--- config.mk ---
export PLATFORM = sky130hd
export DESIGN_NAME = nr_result_drain
export DESIGN_NICKNAME = d
export VERILOG_FILES = /design/src/rtl/nr_result_drain.sv
export SDC_FILE = /design/constraint.sdc
export NUM_CORES = 1
export LEC_CHECK = 0
export ABC_AREA = 1
export BUFFER_PORTS_ARGS = -buffer_cell sky130_fd_sc_hd__buf_2
export CORE_MARGIN = 2
export CORE_UTILIZATION = 45
export CTS_CLUSTER_SIZE = 30
export DETAILED_ROUTE_END_ITERATION = 10
export PLACE_DENSITY = 0.63
export SYNTH_ARGS = -nofsm -noshare
export SYNTH_HDL_FRONTEND = slang
export SYNTH_SLANG_ARGS = --single-unit
export TNS_END_PERCENT = 30
--- constraint.sdc ---
create_clock -name clk -period 24.5 [get_ports clk]
set_input_delay 3.675 -clock clk [delete_from_list [all_inputs] [get_ports clk]]
set_output_delay 3.675 -clock clk [all_outputs]
set_load 0.005 [all_outputs]
--- src/rtl/nr_result_drain.sv ---
// nr_result_drain: buffers Newton-Raphson solver iterates in a 4-entry FIFO
// and drains each one as a 4-beat valid/ready packet (header, x0, x1, x2).
// Ports:
//   clk, rst                  clock, synchronous active-low reset
//   res_x0..res_x2, res_stb   iterate payload and its one-cycle strobe
//   clr_iter                  clears the iteration index (job start)
//   m_data, m_valid, m_last   registered output stream
//   m_ready                   sink ready; a beat moves on m_valid && m_ready
//   overflow, drop_count      sticky drop flag and saturating drop counter
module nr_result_drain (
  input  logic        clk,
  input  logic        rst,
  input  logic [31:0] res_x0,
  input  logic [31:0] res_x1,
  input  logic [31:0] res_x2,
  input  logic        res_stb,
  input  logic        clr_iter,
  output logic [31:0] m_data,
  output logic        m_valid,
  input  logic        m_ready,
  output logic        m_last,
  output logic        overflow,
  output logic [7:0]  drop_count
);

  localparam int unsigned DW    = 32;
  localparam int unsigned IW    = 6;
  localparam int unsigned DEPTH = 4;
  localparam int unsigned PW    = 2;
  localparam int unsigned CW    = 3;
  localparam int unsigned DCW   = 8;

  typedef struct packed {
    logic [IW-1:0] iter;
    logic          nan;
    logic [DW-1:0] x0;
    logic [DW-1:0] x1;
    logic [DW-1:0] x2;
  } entry_t;

  typedef enum logic [2:0] {IDLE, HDR, X0, X1, X2} state_e;

  // Quiet or signalling NaN: all-ones exponent with non-zero mantissa.
  function automatic logic is_nan(input logic [DW-1:0] v);
    return (v[30:23] == 8'hFF) && (v[22:0] != 23'd0);
  endfunction

  entry_t          mem_q [DEPTH];
  logic [PW-1:0]   wr_ptr_q, wr_ptr_d, rd_ptr_q, rd_ptr_d;
  logic [CW-1:0]   count_q, count_d, count_after_pop;
  logic [IW-1:0]   iter_q, iter_d;
  logic            overflow_q, overflow_d;
  logic [DCW-1:0]  drop_q, drop_d;
  state_e          state_q, state_d;
  logic [DW-1:0]   m_data_q, m_data_d;
  logic            m_valid_q, m_valid_d, m_last_q, m_last_d;
  entry_t          new_entry, head_d;
  logic            xfer, pop, push;

  // FIFO bookkeeping, iteration index and drop accounting.
  always_comb begin
    new_entry      = '0;
    new_entry.iter = clr_iter ? '0 : iter_q;
    new_entry.nan  = is_nan(res_x0) || is_nan(res_x1) || is_nan(res_x2);
    new_entry.x0   = res_x0;
    new_entry.x1   = res_x1;
    new_entry.x2   = res_x2;

    xfer     = m_valid_q && m_ready;
    pop      = (state_q == X2) && xfer;
    // A full FIFO still takes the iterate when the head leaves this cycle.
    push     = res_stb && ((count_q < CW'(DEPTH)) || pop);

    count_after_pop = count_q - CW'(pop);
    count_d  = count_after_pop + CW'(push);
    wr_ptr_d = wr_ptr_q + PW'(push);
    rd_ptr_d = rd_ptr_q + PW'(pop);
    // Head seen next cycle; bypass the incoming entry when the FIFO drains empty.
    head_d   = (count_after_pop == '0) ? new_entry : mem_q[rd_ptr_d];

    iter_d = iter_q;
    if (clr_iter)     iter_d = res_stb ? IW'(1) : '0;
    else if (res_stb) iter_d = iter_q + IW'(1);

    overflow_d = overflow_q;
    drop_d     = drop_q;
    if (res_stb && !push) begin
      overflow_d = 1'b1;
      if (drop_q != {DCW{1'b1}}) drop_d = drop_q + DCW'(1);
    end
  end

  // Packet sequencer: next state plus next registered outputs.
  always_comb begin
    state_d   = state_q;
    m_valid_d = 1'b0;
    m_last_d  = 1'b0;
    m_data_d  = '0;

    case (state_q)
      IDLE:    if (count_d != '0) state_d = HDR;
      HDR:     if (xfer) state_d = X0;
      X0:      if (xfer) state_d = X1;
      X1:      if (xfer) state_d = X2;
      X2:      if (xfer) state_d = (count_d != '0) ? HDR : IDLE;
      default: state_d = IDLE;
    endcase

    case (state_d)
      HDR: begin
        m_valid_d = 1'b1;
        m_data_d  = {16'h4E52, head_d.nan, 9'd0, head_d.iter};
      end
      X0: begin
        m_valid_d = 1'b1;
        m_data_d  = head_d.x0;
      end
      X1: begin
        m_valid_d = 1'b1;
        m_data_d  = head_d.x1;
      end
      X2: begin
        m_valid_d = 1'b1;
        m_last_d  = 1'b1;
        m_data_d  = head_d.x2;
      end
      default: ;
    endcase
  end

  // FIFO storage; contents need no reset since count gates visibility.
  always_ff @(posedge clk) begin
    if (rst && push) mem_q[wr_ptr_q] <= new_entry;
  end

  always_ff @(posedge clk) begin
    if (!rst) begin
      state_q    <= IDLE;
      wr_ptr_q   <= '0;
      rd_ptr_q   <= '0;
      count_q    <= '0;
      iter_q     <= '0;
      overflow_q <= 1'b0;
      drop_q     <= '0;
      m_data_q   <= '0;
      m_valid_q  <= 1'b0;
      m_last_q   <= 1'b0;
    end else begin
      state_q    <= state_d;
      wr_ptr_q   <= wr_ptr_d;
      rd_ptr_q   <= rd_ptr_d;
      count_q    <= count_d;
      iter_q     <= iter_d;
      overflow_q <= overflow_d;
      drop_q     <= drop_d;
      m_data_q   <= m_data_d;
      m_valid_q  <= m_valid_d;
      m_last_q   <= m_last_d;
    end
  end

  assign m_data     = m_data_q;
  assign m_valid    = m_valid_q;
  assign m_last     = m_last_q;
  assign overflow   = overflow_q;
  assign drop_count = drop_q;

endmodule

== Yosys cells after proc, flatten, opt, wreduce, memory -nomap -nowiden ==
Memories as Yosys holds them, arrays and structs flattened.
Cells that the tools add are included.

* Order comparisons: 1
* Shift operators: 0
* Equal/unequal tests: 12
* Multiply operators: 0
* Muxes and demuxes: 17
* Div/mod/pow operators: 0
* Add/sub/neg operators: 6
* Bitwise logic cells: 0
* Reduce and logical (&&, ||, !) cells: 21

{| class="wikitable"
|+ Operator list
! operator !! number
|-
| $pmux 32 s4 || 1
|-
| $mux 103 || 1
|-
| $reduce_bool 23->1 || 3
|-
| $eq 8x8->1 const B || 3
|-
| $mux 6 || 3
|-
| $mux 3 || 5
|-
| $pmux 3 s5 || 1
|-
| $eq 3x2->1 const B || 4
|-
| $add 8x1->8 const B || 1
|-
| $logic_and 1x1->1 || 8
|-
| $ne 8x8->1 const B || 1
|-
| $add 6x1->6 const B || 1
|-
| $eq 3x1->1 const B || 2
|-
| $eq 3x3->1 const B || 2
|-
| $logic_not 3->1 || 2
|-
| $mux 1 || 6
|-
| $add 2x1->2 || 2
|-
| $reduce_or 4->1 || 1
|-
| $add 3x1->3 || 1
|-
| $logic_or 1x1->1 || 3
|-
| $lt 3x3->1 const B || 1
|-
| $reduce_bool 3->1 || 1
|-
| $sub 3x1->3 || 1
|-
| $reduce_and 2->1 || 1
|-
| 2 further kinds || 2
|}

* RAM bits: 412
* Memory bits (read-only): 0
* Logic and storage cells: 68
* Memories kept: 1
* Latch bits: 0
* Flip-flop bits (word level): 59

{| class="wikitable"
|+ Memories
! memory !! depth !! width !! read ports !! clocked after Yosys merged registers in !! write ports !! line !! RTL
|-
| mem_q || 4 || 103 || 1 || 0 || 1 || 48 || <nowiki>entry_t mem_q [DEPTH];</nowiki>
|}

== Logic depth before layout (Yosys ltp) ==
* Depth after elaboration: 12
* Mapped depth: 21

== Least setup slack after synthesis ==
No wires, ideal clock.

* Path type: input port to flip-flop
* Start point: in m_ready
* End point: mem mem_q[0][0] (netlist bit), enable pin
* Setup time: 0.692 ns
* Arrival: 11.227 ns
* Path slack: 12.582 ns
* Path buffers: 0
* Stages on the path: 8
* Path through: nand2_2 inv_2 nand2_1 nand2_1 inv_1 nor2_1 nand2_1 nor3_1

* Longest elaborated chain between the ends: 7

{| class="wikitable"
|+ RTL lines
! what !! line !! RTL
|-
| start: declaration || 20 || <nowiki>input logic m_ready,</nowiki>
|-
| $logic_and 1x1->1 || 69 || <nowiki>xfer = m_valid_q && m_ready;</nowiki>
|-
| $logic_and 1x1->1 || 70 || <nowiki>pop = (state_q == X2) && xfer;</nowiki>
|-
| $logic_or 1x1->1 || 72 || <nowiki>push = res_stb && ((count_q < CW'(DEPTH)) || pop);</nowiki>
|-
| $logic_and 1x1->1 || 72 ||
|-
| $logic_and 1x1->1 || 133 || <nowiki>if (rst && push) mem_q[wr_ptr_q] <= new_entry;</nowiki>
|-
| $mux 1 || 133 ||
|-
| $mux 1 (not written as such) || 133 ||
|-
| end: declaration || 48 ||
|}

No other way between the ends.

== Final worst setup path ==
* Start point: in m_ready
* End point: reg m_data_q[27], in the netlist m_data[27]

* Longest elaborated chain between the ends: 11
* Elaborated cells between the ends (all ways): 23
* Those cells by class: add/sub (3); eq/ne (4); mux (9); reduce/logical (6); memory (1)

{| class="wikitable"
|+ RTL lines
! what !! line !! RTL
|-
| $logic_and 1x1->1 * || 69 ||
|-
| parallel branches: the longest is 9 deep, another holds $sub 3x1->3 || - ||
|-
| $pmux 32 s4 * || 109 || <nowiki>case (state_d)</nowiki>
|-
| end signal: assignment || 156 || <nowiki>m_data_q <= m_data_d;</nowiki>
|-
| end: declaration || 55 || <nowiki>logic [DW-1:0] m_data_q, m_data_d;</nowiki>
|}

Mark *: on every way between the ends.
A chain may end at the register's enable or synchronous reset.

==> results.md <==
- Status: complete, no violations
- CTS Buffer Depth: 3
- CP Launch Type: primary input
- Place WS: 16.86 ns
- R2r setup slk: 20.10 ns
- Static leakage power: 0.00869 uW
- Critical path fanouts, max: 84
- Cell total after placement: 2548
- Chip Width: 215 um
- Largest family of logic cells by synthesized area: simple AND/OR/NAND/NOR gates
- Area contributors post-synth: edfxtp_1, nor2_1, dfxtp_1
- Gate power share: 0.083
- Layout cells sized above 1: 0.135
- Full die area: 46200 um^2
- Clk sink count: 471
- First-pass GRT wire length: 83.2 mm
- Post-synthesis adder-cell area fraction: 0.00500
- Syn_area_per_cell: 10.5 um^2
- Worst Path Buf+Inv: 7
- Pin count of the biggest net entering global routing: 109
- Area of the mapped netlist: 20000 um^2
- Critical Path End Type: register
- Vias in the first global route: 13200
- Core Util, Final: 0.516
- Final ANT Viol Nets: 0
- DRT Pass-1 Iters: 5
- Fin nets: 2116
- Die height: 215 um
- Xor and xnor area share after synthesis: 0.00219
- Area share of the largest cell type after synthesis: 0.618
- WL/cell: 20.8 um
- Synth-to-Final Area Change: 13.5%
- Initial antenna violation count: 10
- Worst path required time: 24.96 ns
- Netlist cell types: 42
- Post-synthesis sequential area ratio: 0.677
- Placer Congestion: 0.812
- Min cycle time layout: 7.11 ns
- Clock Power Share: 0.411
- DRT iter0 DRCs: 1576
- Synth Register Bits: 471
- Routed via count: 14200
- P per Cell Area: 79.1 nW/um^2
- Critical-path cell list: buf_2 > nand2_2 > inv_2 > nand2_1 > inv_1 > ha_1 > ha_1 > inv_1 > nand2_1 > nand3_4 > buf_4 > buf_4 > inv_2 > nor2_1 > o31ai_1 > nand3_2 > nand2_1 > nor2_1 > nor2_1
- Clk_skew: 0.0230 ns
- Fillers: 3914
- Cell taking the most area after synthesis: edfxtp_1
- H-tree depth: 2
- Worst path max stage delay: 0.83 ns
- Worst path slowest cell: buf_4
- Post-Synth Simple-Gate Area: 0.182
- Synth warn: 0
- Syn Inst Count: 1899
- Final hold violation count: 0
- Cell area after placement: 21100 um^2
- Post-detailed-routing wire length: 55.2 mm
- PortBufs: 143
- Rows: 77
- Seq pwr share: 0.506
- Mux share of post-synthesis cell area: 0.000500
- CTS Buf Count: 49
- MaxCap Viol Count: 0
- Initial cell density of the core: 0.455
- Largest delay share family, worst path: buffers and inverters
- CP arrival: 7.57 ns
- P_int: 1370 uW
- Via-to-Cell Ratio: 5.36
- Max frequency: 0.141 GHz
- Worst skew pair latency: 0.59 ns
- Sw Share: 0.236
- P_sw: 425 uW
- RSZ-0062 raised after global routing: no
- Clk slew on worst S/H paths: 0.06 ns
- Synth Flop Type: edfxtp_1
- Postcts setup bufs: 0
- Setup TNS: 0 ns
- Finished Layout Cells: 2647
- Number of synthesized flops with an enable pin: 412
- Headroom to the max-slew limit: 0.277
- Worst slew pin tran: 1.08 ns
- DRC viols: 0
- Fin. max-slew vios: 0
- Syn_nets: 2008
- Critical path class: primary input to register
- Fin worst setup slack: 17.39 ns
- CTS Root Cell: clkbuf_16
- Worst hold path class: register to register
- Design area: 22700 um^2
- TritonCTS clock tree: built
- Post-cts sizing count: 0
- Post-synth ARST share: 0
- Synth Area in Compound Gates: 0.0894
- Remaining global-route overflow: 0
- DP Wirelength: 33.3 mm
- All-Layer GR Usage: 0.238
- Register Area: 13600 um^2
- Setup violations, final: 0
- Post-CTS Hold Buffers: 0
- Multi-input gate area: 5650 um^2
- Io pins: 144
- Peak supply drop: 0.0574 mV
- Crit share post-route: 0.290
- Core Area: 44000 um^2
layer usage:
metal	wire length, um	vias to the layer above	track usage
met2	25500	557	0.370
met4	1290	4	0.0657
met5	33	-	0
li1	-	6713	-
met3	4540	77	0.0454
met1	23800	6835	0.342
worst register-to-register path, delay by kind of cell (launching register included):
kind                     cells  cell delay, ns
buffers and inverters        6            2.42
adder cells (fa/ha/maj)      2            0.41
AND/OR/NAND/NOR             10            1.01
AO/OA/AOI/OAI                1            0.11
flip-flops                   1            0.35
placed cells by master (no fill, tap or decap), types with 10 or more instances in the layout:
cell type / n
edfxtp_1: 412
o21ai_1: 40
clkbuf_16: 51
nor2_1: 506
nand4_1: 11
buf_2: 143
buf_4: 17
nor3_1: 13
clkbuf_1: 15
inv_1: 73
or2_2: 10
o21ai_0: 168
nand3_1: 49
dfxtp_1: 59
o211ai_1: 41
a21oi_1: 58
nand2_1: 284
area by class of cell:
cell class,count,area share
diodes,7,0.000771
clock buffers,72,0.0623
clock inverters,20,0.00809
inverters,82,0.0140
multi-input cells,1243,0.249
flip-flops and latches,471,0.596
well taps,592,0.0326
repair buffers,160,0.0371
final timing paths:
path | from | to | cells after the start
worst max-delay path | m_ready | m_data[27] | 19
worst min-delay path | overflow | overflow | 1
worst max register to register | state_q[0] | m_data[27] | 19
worst min register to register | overflow | overflow | 1
sequential cells by signal, summed over array words and instances, names as in the netlist:
| name | flops |
|---|---|
| iter_q | 6 |
| m_data | 32 |
| drop_count | 8 |
| mem_q | 412 |
| count_q | 3 |
| m_last | 1 |
| m_valid | 1 |
| wr_ptr_q | 2 |
| rd_ptr_q | 2 |
| overflow | 1 |
| state_q | 3 |
cells by family (layout without fill, tap and decap cells):
group / after synthesis / in the layout
xor+xnor: 5 / 5
flops: 471 / 471
mux: 1 / 1
buf+inv: 185 / 334
fa+ha+maj: 8 / 8
simple gates: 901 / 901
compound gates: 328 / 328
other cells: 0 / 7
cells in the mapped netlist, types with 2 or more instances:
master,n
edfxtp_1,412
a21oi_1,58
buf_2,55
nor2_1,506
inv_2,6
inv_4,2
nand2_1,285
or2_2,10
a21o_1,7
nand3_1,49
nor2_8,2
nor2_4,2
inv_1,73
buf_4,12
buf_6,6
clkbuf_1,26
nand2_2,5
nor3_1,17
o21ai_1,40
xor2_1,2
o211ai_1,41
ha_1,8
dfxtp_1,59
o21ai_0,168
nand4_1,11
nand2_4,4
nand3_2,5
o31ai_1,6
o22ai_1,5
buf_1,3
xnor2_1,3
power groups by stage:
stage	sequential, uW	clock, uW	combinational (uW)
floorplan	929	0	84.5
global placement	926	0	144
detailed placement	927	0	147
CTS	910	752	148
global route	912	782	164
finish	910	739	148
stage by stage:
| stage | total power (uW) | hold slack, ns |
|---|---|---|
| 2_1_floorplan | 1010 | 0.457 |
| 3_3_place_gp | 1070 | 0.452 |
| 3_5_place_dp | 1070 | 0.464 |
| 4_1_cts | 1810 | 0.478 |
| 5_1_grt | 1860 | 0.513 |
| 6_report | 1800 | 0.475 |
(Power assumes the default switching activity.)
